$ cat config.mk
export PLATFORM = sky130hd
export DESIGN_NAME = appr_mul_sequencer
export DESIGN_NICKNAME = d
export VERILOG_FILES = /design/src/rtl/appr_mul_sequencer.sv
export SDC_FILE = /design/constraint.sdc
export NUM_CORES = 1
export LEC_CHECK = 0
export ABC_AREA = 1
export CORE_UTILIZATION = 53
export CTS_CLUSTER_DIAMETER = 50
export DETAILED_ROUTE_END_ITERATION = 8
export PLACE_DENSITY = 0.85
export SLEW_MARGIN = 25
export SYNTH_ARGS = -nofsm -noshare
export SYNTH_HDL_FRONTEND = slang
export SYNTH_SLANG_ARGS = --single-unit
$ cat constraint.sdc
create_clock -name clk -period 2.8 [get_ports clk]
set_input_delay 0.28 -clock clk [delete_from_list [all_inputs] [get_ports clk]]
set_output_delay 0.28 -clock clk [all_outputs]
set_load 0.01 [all_outputs]
$ cat src/rtl/appr_mul_sequencer.sv
// appr_mul_sequencer
// Stage sequencer for the approximate-multiplier datapath. Walks each operand
// pair through load, LZD, exponent add, left shift, multiply, right shift and
// write, then advances the pair counter. After the last pair it flushes the
// result file. A per-stage watchdog traps a hung datapath stage into ERR.
//
// Handshake: every datapath stage is driven by an enable (valid) from this
// sequencer and answers with a done (ready). The enable is held high until
// the done is sampled high on a rising clk edge; the enable is still high in
// that sampling cycle and drops in the following cycle. Dual stages (LZD and
// SHIFT) capture each done into its own flag, so each enable drops
// independently. A done seen outside its own stage has no effect, and a done
// that is still high after its enable has dropped is harmless.
//
// dbg_state exposes the current FSM state for checkers and debug.

module appr_mul_sequencer #(
  parameter int TIMEOUT = 64
) (
  input  logic       clk,
  input  logic       rst,
  input  logic       start,
  input  logic       lzd_a_done,
  input  logic       lzd_b_done,
  input  logic       add_done,
  input  logic       shift_a_done,
  input  logic       shift_b_done,
  input  logic       mul_done,
  input  logic       r_shift_done,
  input  logic       co,
  output logic       ld_a,
  output logic       ld_b,
  output logic       lzd_a_en,
  output logic       lzd_b_en,
  output logic       add_en,
  output logic       l_shift_a_en,
  output logic       l_shift_b_en,
  output logic       mul_en,
  output logic       r_shift_en,
  output logic       write_en,
  output logic       count_enable,
  output logic       write_file,
  output logic       busy,
  output logic       done,
  output logic       timeout_err,
  output logic [3:0] dbg_state
);

  // Fixed encoding so that debug output values stay stable across edits.
  typedef enum logic [3:0] {
    S_IDLE   = 4'd0,
    S_LOAD   = 4'd1,
    S_LZD    = 4'd2,
    S_ADD    = 4'd3,
    S_SHIFT  = 4'd4,
    S_MUL    = 4'd5,
    S_RSHIFT = 4'd6,
    S_WRITE  = 4'd7,
    S_NEXT   = 4'd8,
    S_FLUSH  = 4'd9,
    S_DONE   = 4'd10,
    S_ERR    = 4'd11
  } state_t;

  // Watchdog counter must hold values 0 .. TIMEOUT-1.
  localparam int WDW = (TIMEOUT > 2) ? $clog2(TIMEOUT) : 1;
  localparam logic [WDW-1:0] WD_LAST = WDW'(TIMEOUT - 1);

  state_t         state_q;
  state_t         state_d;
  logic           flag_a_q;
  logic           flag_b_q;
  logic           flag_a_d;
  logic           flag_b_d;
  logic [WDW-1:0] wd_q;
  logic           wd_expired;
  logic           wd_active;

  // The stage has been waiting TIMEOUT cycles once this is the current cycle.
  assign wd_expired = (wd_q == WD_LAST);

  // Stages whose wait time is bounded by the watchdog.
  assign wd_active = (state_q == S_LZD)   || (state_q == S_ADD) ||
                     (state_q == S_SHIFT) || (state_q == S_MUL) ||
                     (state_q == S_RSHIFT);

  assign dbg_state = state_q;

  // State and capture-flag registers.
  always_ff @(posedge clk or negedge rst) begin
    if (!rst) begin
      state_q  <= S_IDLE;
      flag_a_q <= 1'b0;
      flag_b_q <= 1'b0;
    end else begin
      state_q  <= state_d;
      flag_a_q <= flag_a_d;
      flag_b_q <= flag_b_d;
    end
  end

  // Watchdog: restarts on any state change, counts while a stage waits.
  always_ff @(posedge clk or negedge rst) begin
    if (!rst) begin
      wd_q <= '0;
    end else if (state_d != state_q) begin
      wd_q <= '0;
    end else if (wd_active) begin
      wd_q <= wd_q + WDW'(1);
    end
  end

  // Next-state and capture-flag logic. A done sampled in the expiry cycle
  // wins over the watchdog, so the done checks come before the expiry check.
  always_comb begin
    state_d  = state_q;
    flag_a_d = flag_a_q;
    flag_b_d = flag_b_q;
    case (state_q)
      S_IDLE, S_DONE, S_ERR: begin
        flag_a_d = 1'b0;
        flag_b_d = 1'b0;
        if (start) begin
          state_d = S_LOAD;
        end
      end
      S_LOAD: begin
        state_d = S_LZD;
      end
      S_LZD: begin
        flag_a_d = flag_a_q | lzd_a_done;
        flag_b_d = flag_b_q | lzd_b_done;
        if (flag_a_d && flag_b_d) begin
          state_d  = S_ADD;
          flag_a_d = 1'b0;
          flag_b_d = 1'b0;
        end else if (wd_expired) begin
          state_d  = S_ERR;
          flag_a_d = 1'b0;
          flag_b_d = 1'b0;
        end
      end
      S_ADD: begin
        if (add_done) begin
          state_d = S_SHIFT;
        end else if (wd_expired) begin
          state_d = S_ERR;
        end
      end
      S_SHIFT: begin
        flag_a_d = flag_a_q | shift_a_done;
        flag_b_d = flag_b_q | shift_b_done;
        if (flag_a_d && flag_b_d) begin
          state_d  = S_MUL;
          flag_a_d = 1'b0;
          flag_b_d = 1'b0;
        end else if (wd_expired) begin
          state_d  = S_ERR;
          flag_a_d = 1'b0;
          flag_b_d = 1'b0;
        end
      end
      S_MUL: begin
        if (mul_done) begin
          state_d = S_RSHIFT;
        end else if (wd_expired) begin
          state_d = S_ERR;
        end
      end
      S_RSHIFT: begin
        if (r_shift_done) begin
          state_d = S_WRITE;
        end else if (wd_expired) begin
          state_d = S_ERR;
        end
      end
      S_WRITE: begin
        state_d = S_NEXT;
      end
      S_NEXT: begin
        // co reflects the counter before this cycle's increment.
        if (co) begin
          state_d = S_FLUSH;
        end else begin
          state_d = S_LOAD;
        end
      end
      S_FLUSH: begin
        state_d = S_DONE;
      end
      default: begin
        state_d  = S_IDLE;
        flag_a_d = 1'b0;
        flag_b_d = 1'b0;
      end
    endcase
  end

  // Moore output decode from the registered state and capture flags.
  always_comb begin
    ld_a         = 1'b0;
    ld_b         = 1'b0;
    lzd_a_en     = 1'b0;
    lzd_b_en     = 1'b0;
    add_en       = 1'b0;
    l_shift_a_en = 1'b0;
    l_shift_b_en = 1'b0;
    mul_en       = 1'b0;
    r_shift_en   = 1'b0;
    write_en     = 1'b0;
    count_enable = 1'b0;
    write_file   = 1'b0;
    busy         = 1'b1;
    done         = 1'b0;
    timeout_err  = 1'b0;
    case (state_q)
      S_IDLE: begin
        busy = 1'b0;
      end
      S_LOAD: begin
        ld_a = 1'b1;
        ld_b = 1'b1;
      end
      S_LZD: begin
        lzd_a_en = ~flag_a_q;
        lzd_b_en = ~flag_b_q;
      end
      S_ADD: begin
        add_en = 1'b1;
      end
      S_SHIFT: begin
        l_shift_a_en = ~flag_a_q;
        l_shift_b_en = ~flag_b_q;
      end
      S_MUL: begin
        mul_en = 1'b1;
      end
      S_RSHIFT: begin
        r_shift_en = 1'b1;
      end
      S_WRITE: begin
        write_en = 1'b1;
      end
      S_NEXT: begin
        count_enable = 1'b1;
      end
      S_FLUSH: begin
        write_file = 1'b1;
      end
      S_DONE: begin
        busy = 1'b0;
        done = 1'b1;
      end
      S_ERR: begin
        busy        = 1'b0;
        timeout_err = 1'b1;
      end
      default: begin
        busy = 1'b0;
      end
    endcase
  end

endmodule

==> results.md <==
- Status: complete, no violations
- Max Slew Vio Count: 0
- FMAX: 0.4114 GHz
- Period utilization: 86.82%
- Antenna violations before repair: 0
- Ys Warns: 0
- Dpl cell area: 0.001554 mm²
- H-tree depth: 1
- Peak VDD IR: 0.6082 mV
- Die height: 50.52 µm
- Hold_buf cts: 0
- Die Area: 0.002552 mm²
- Worst-path clk slew: 0.07 ns
- Largest net degree at the start of global routing: 13
- Power per cell area: 887.1 mW/mm²
- Routed wire per std cell: 13.14 µm
- Yosys reg bits: 12
- Drt first pass iters: 4
- # Post-CTS Setup Buffers: 0
- Crit path kind: reg2out
- Max_cap viols: 0
- CTS root buf: clkbuf_4
- Routability cong.: 0.9700
- Cts bufs inserted: 3
- Peak fanout along the critical path: 9
- Max Clock Skew: 0.001919 ns
- Final hold violations: 0
- Synth cell types: 28
- Register area share after synthesis: 24.07%
- Cells after synthesis: 179
- Vias in the first global route: 1281
- Vias post-DR: 1222
- Iteration-0 DRC Markers: 37
- I/O Pins: 30
- Overflow after GRT: 0
- Slowest CP cell: dfrtp_1
- Slew HR: 62.21%
- Post-DP HPWL: 2592 µm
- First-pass GRT wire length: 5492 µm
- Critical path required time: 2.52 ns
- Worst Tran Pin Value: 0.5650 ns
- Area grow syn2layout: 26.38%
- Final min period: 2.431 ns
- CTS tree: built
- Nature of the critical path endpoint: primary output
- Detail Route Antenna Nets: 0
- Startpoint Class: flip-flop
- Worst hold path type: in2async
- Unrepaired setup endpoints after global routing: no
- Design Area, Final: 0.001577 mm²
- Setup tns final: 0 ns
- Final setup viols: 0
- Mapped Area: 0.001247 mm²
- Fin nets: 223
- DRC viols: 0
- Post_cts resized: 0
- Worst path cell trace: inv_4 -> nand2_1 -> nor2_1 -> nor2_2 -> nand4_1 -> nor2_1 -> nand2_1 -> clkdlybuf4s50_1
- Layout cells sized above 1: 23.44%
- Util after Layout: 71.27%
- Row cnt: 17
- Leakage: 0.0007770 µW
- Post-synth net total: 191
- CTS sink count: 12
- Vias per inst: 5.156
- Worst Path Arrival: 2.15 ns
- CP max stage delay: 0.53 ns
- Tot GR Track Use: 28.21%
- Initial Util: 56.39%
- Synth Area per Inst: 6.969 µm²
- I/O Buffers: 29
- CTS max path bufs: 2
- DRT Wirelength: 3113 µm
- Core area: 0.002212 mm²
- Worst skew pair latency: 0.26 ns
- Die Span X: 50.52 µm
- Antenna cells: 0
## synth_stat cells
master | n | area (µm²)
inv_4 | 1 | 6.260
inv_1 | 22 | 82.58
nor2_8 | 1 | 20.02
buf_4 | 1 | 7.510
nor2_1 | 26 | 97.59
o22ai_1 | 2 | 12.51
nor3_1 | 1 | 5.000
o211a_1 | 1 | 10.01
nor3_2 | 6 | 60.06
nor2_2 | 1 | 6.260
nand3_1 | 14 | 70.07
xor2_1 | 4 | 35.03
nand2_1 | 41 | 153.9
o21ai_0 | 5 | 25.02
nand3_2 | 3 | 30.03
o21bai_2 | 1 | 11.26
nand2_2 | 11 | 68.82
nand4_1 | 2 | 12.51
a21oi_2 | 1 | 8.760
inv_2 | 5 | 18.77
ha_1 | 1 | 12.51
nand3_4 | 1 | 17.52
and2_4 | 1 | 8.760
buf_6 | 1 | 11.26
o21ai_2 | 1 | 8.760
dfrtp_1 | 12 | 300.3
nand2_4 | 7 | 78.83
nor2_4 | 6 | 67.56
## path summary, 6_finish.rpt
check | endpoint | cells past startpoint | slack, ns | startpoint
min | flag_b_q$_DFFE_PN0N_ | 1 | 0.38 | rst
max in group asynchronous | wd_q[5]$_DFFE_PN0P_ | 1 | 2.05 | rst
max | busy | 8 | 0.37 | dbg_state[1]$_DFF_PN0_
min in group clk | wd_q[5]$_DFFE_PN0P_ | 3 | 0.61 | wd_q[5]$_DFFE_PN0P_
max reg2reg | wd_q[0]$_DFFE_PN0P_ | 11 | 0.99 | dbg_state[0]$_DFF_PN0_
min reg2reg | wd_q[5]$_DFFE_PN0P_ | 3 | 0.61 | wd_q[5]$_DFFE_PN0P_
## cells in the final DEF, fill, tap and decap left out, drive strengths merged, types with 2 or more instances in the layout
cell type / n
xor2: 4
nor3: 7
o21ai: 6
o22ai: 2
nand2: 59
nand3: 18
nand4: 2
clkdlybuf4s50: 29
inv: 28
dfrtp: 12
clkbuf: 3
nor2: 34
## area by class of cell
type                            count  area [µm²]
Tap cell                           28       35.03
Clock buffer                        3       22.52
Fill cell                         195       635.6
Timing Repair Buffer               29       290.3
Multi-Input combinational cell    137       820.8
Inverter                           28       107.6
Sequential cell                    12       300.3
## sequential cells by signal, indices dropped and copies added, names as in the netlist
| register | flops |
|---|---|
| wd_q | 6 |
| flag_b_q | 1 |
| dbg_state | 4 |
| flag_a_q | 1 |
## through the flow
step | std cells | total power, µW | hold WS, ns | setup WS [ns]
floorplan | 179 | 998.5 | -0.01559 | 1.165
global placement | 234 | 1272 | 0.5934 | 0.7490
detailed placement | 234 | 1297 | 0.5977 | 0.6976
CTS | 237 | 1404 | 0.3752 | 0.3917
global route | 237 | 1517 | 0.4048 | 0.2664
finish | 237 | 1399 | 0.3808 | 0.3692
## cells by family (layout without fill, tap and decap cells)
logic type / count (synthesis) / in the layout / synth area share [%]
fa+ha+maj: 1 / 1 / 1.003
flops: 12 / 12 / 24.07
compound gates: 11 / 11 / 6.118
xor+xnor: 4 / 4 / 2.808
simple gates: 121 / 121 / 55.87
buf+inv: 30 / 60 / 10.13
## layer usage
metal  wire, µm  global-route usage [%]  up-vias  part of all wire [%]
met5          0                       0        -                     0
met4         30                   12.96        0                  0.96
met3        169                   1.818        4                   5.4
met2       1597                   50.22       49                    51
met1       1316                   34.40      547                    42
li1           -                       -      622                     -
## power by group
group	switching [µW]	internal, µW
combinational	627	387
sequential	73.8	213
clock	49.2	49.6
total	750	649
## worst max-delay path: cells and delay by family (launching register included)
| kind | cells | cell delay (ns) |
|---|---|---|
| simple gates | 6 | 0.79 |
| buf+inv | 2 | 0.56 |
| flops | 1 | 0.53 |
Note: power is estimated with default switching activity, not from simulation.
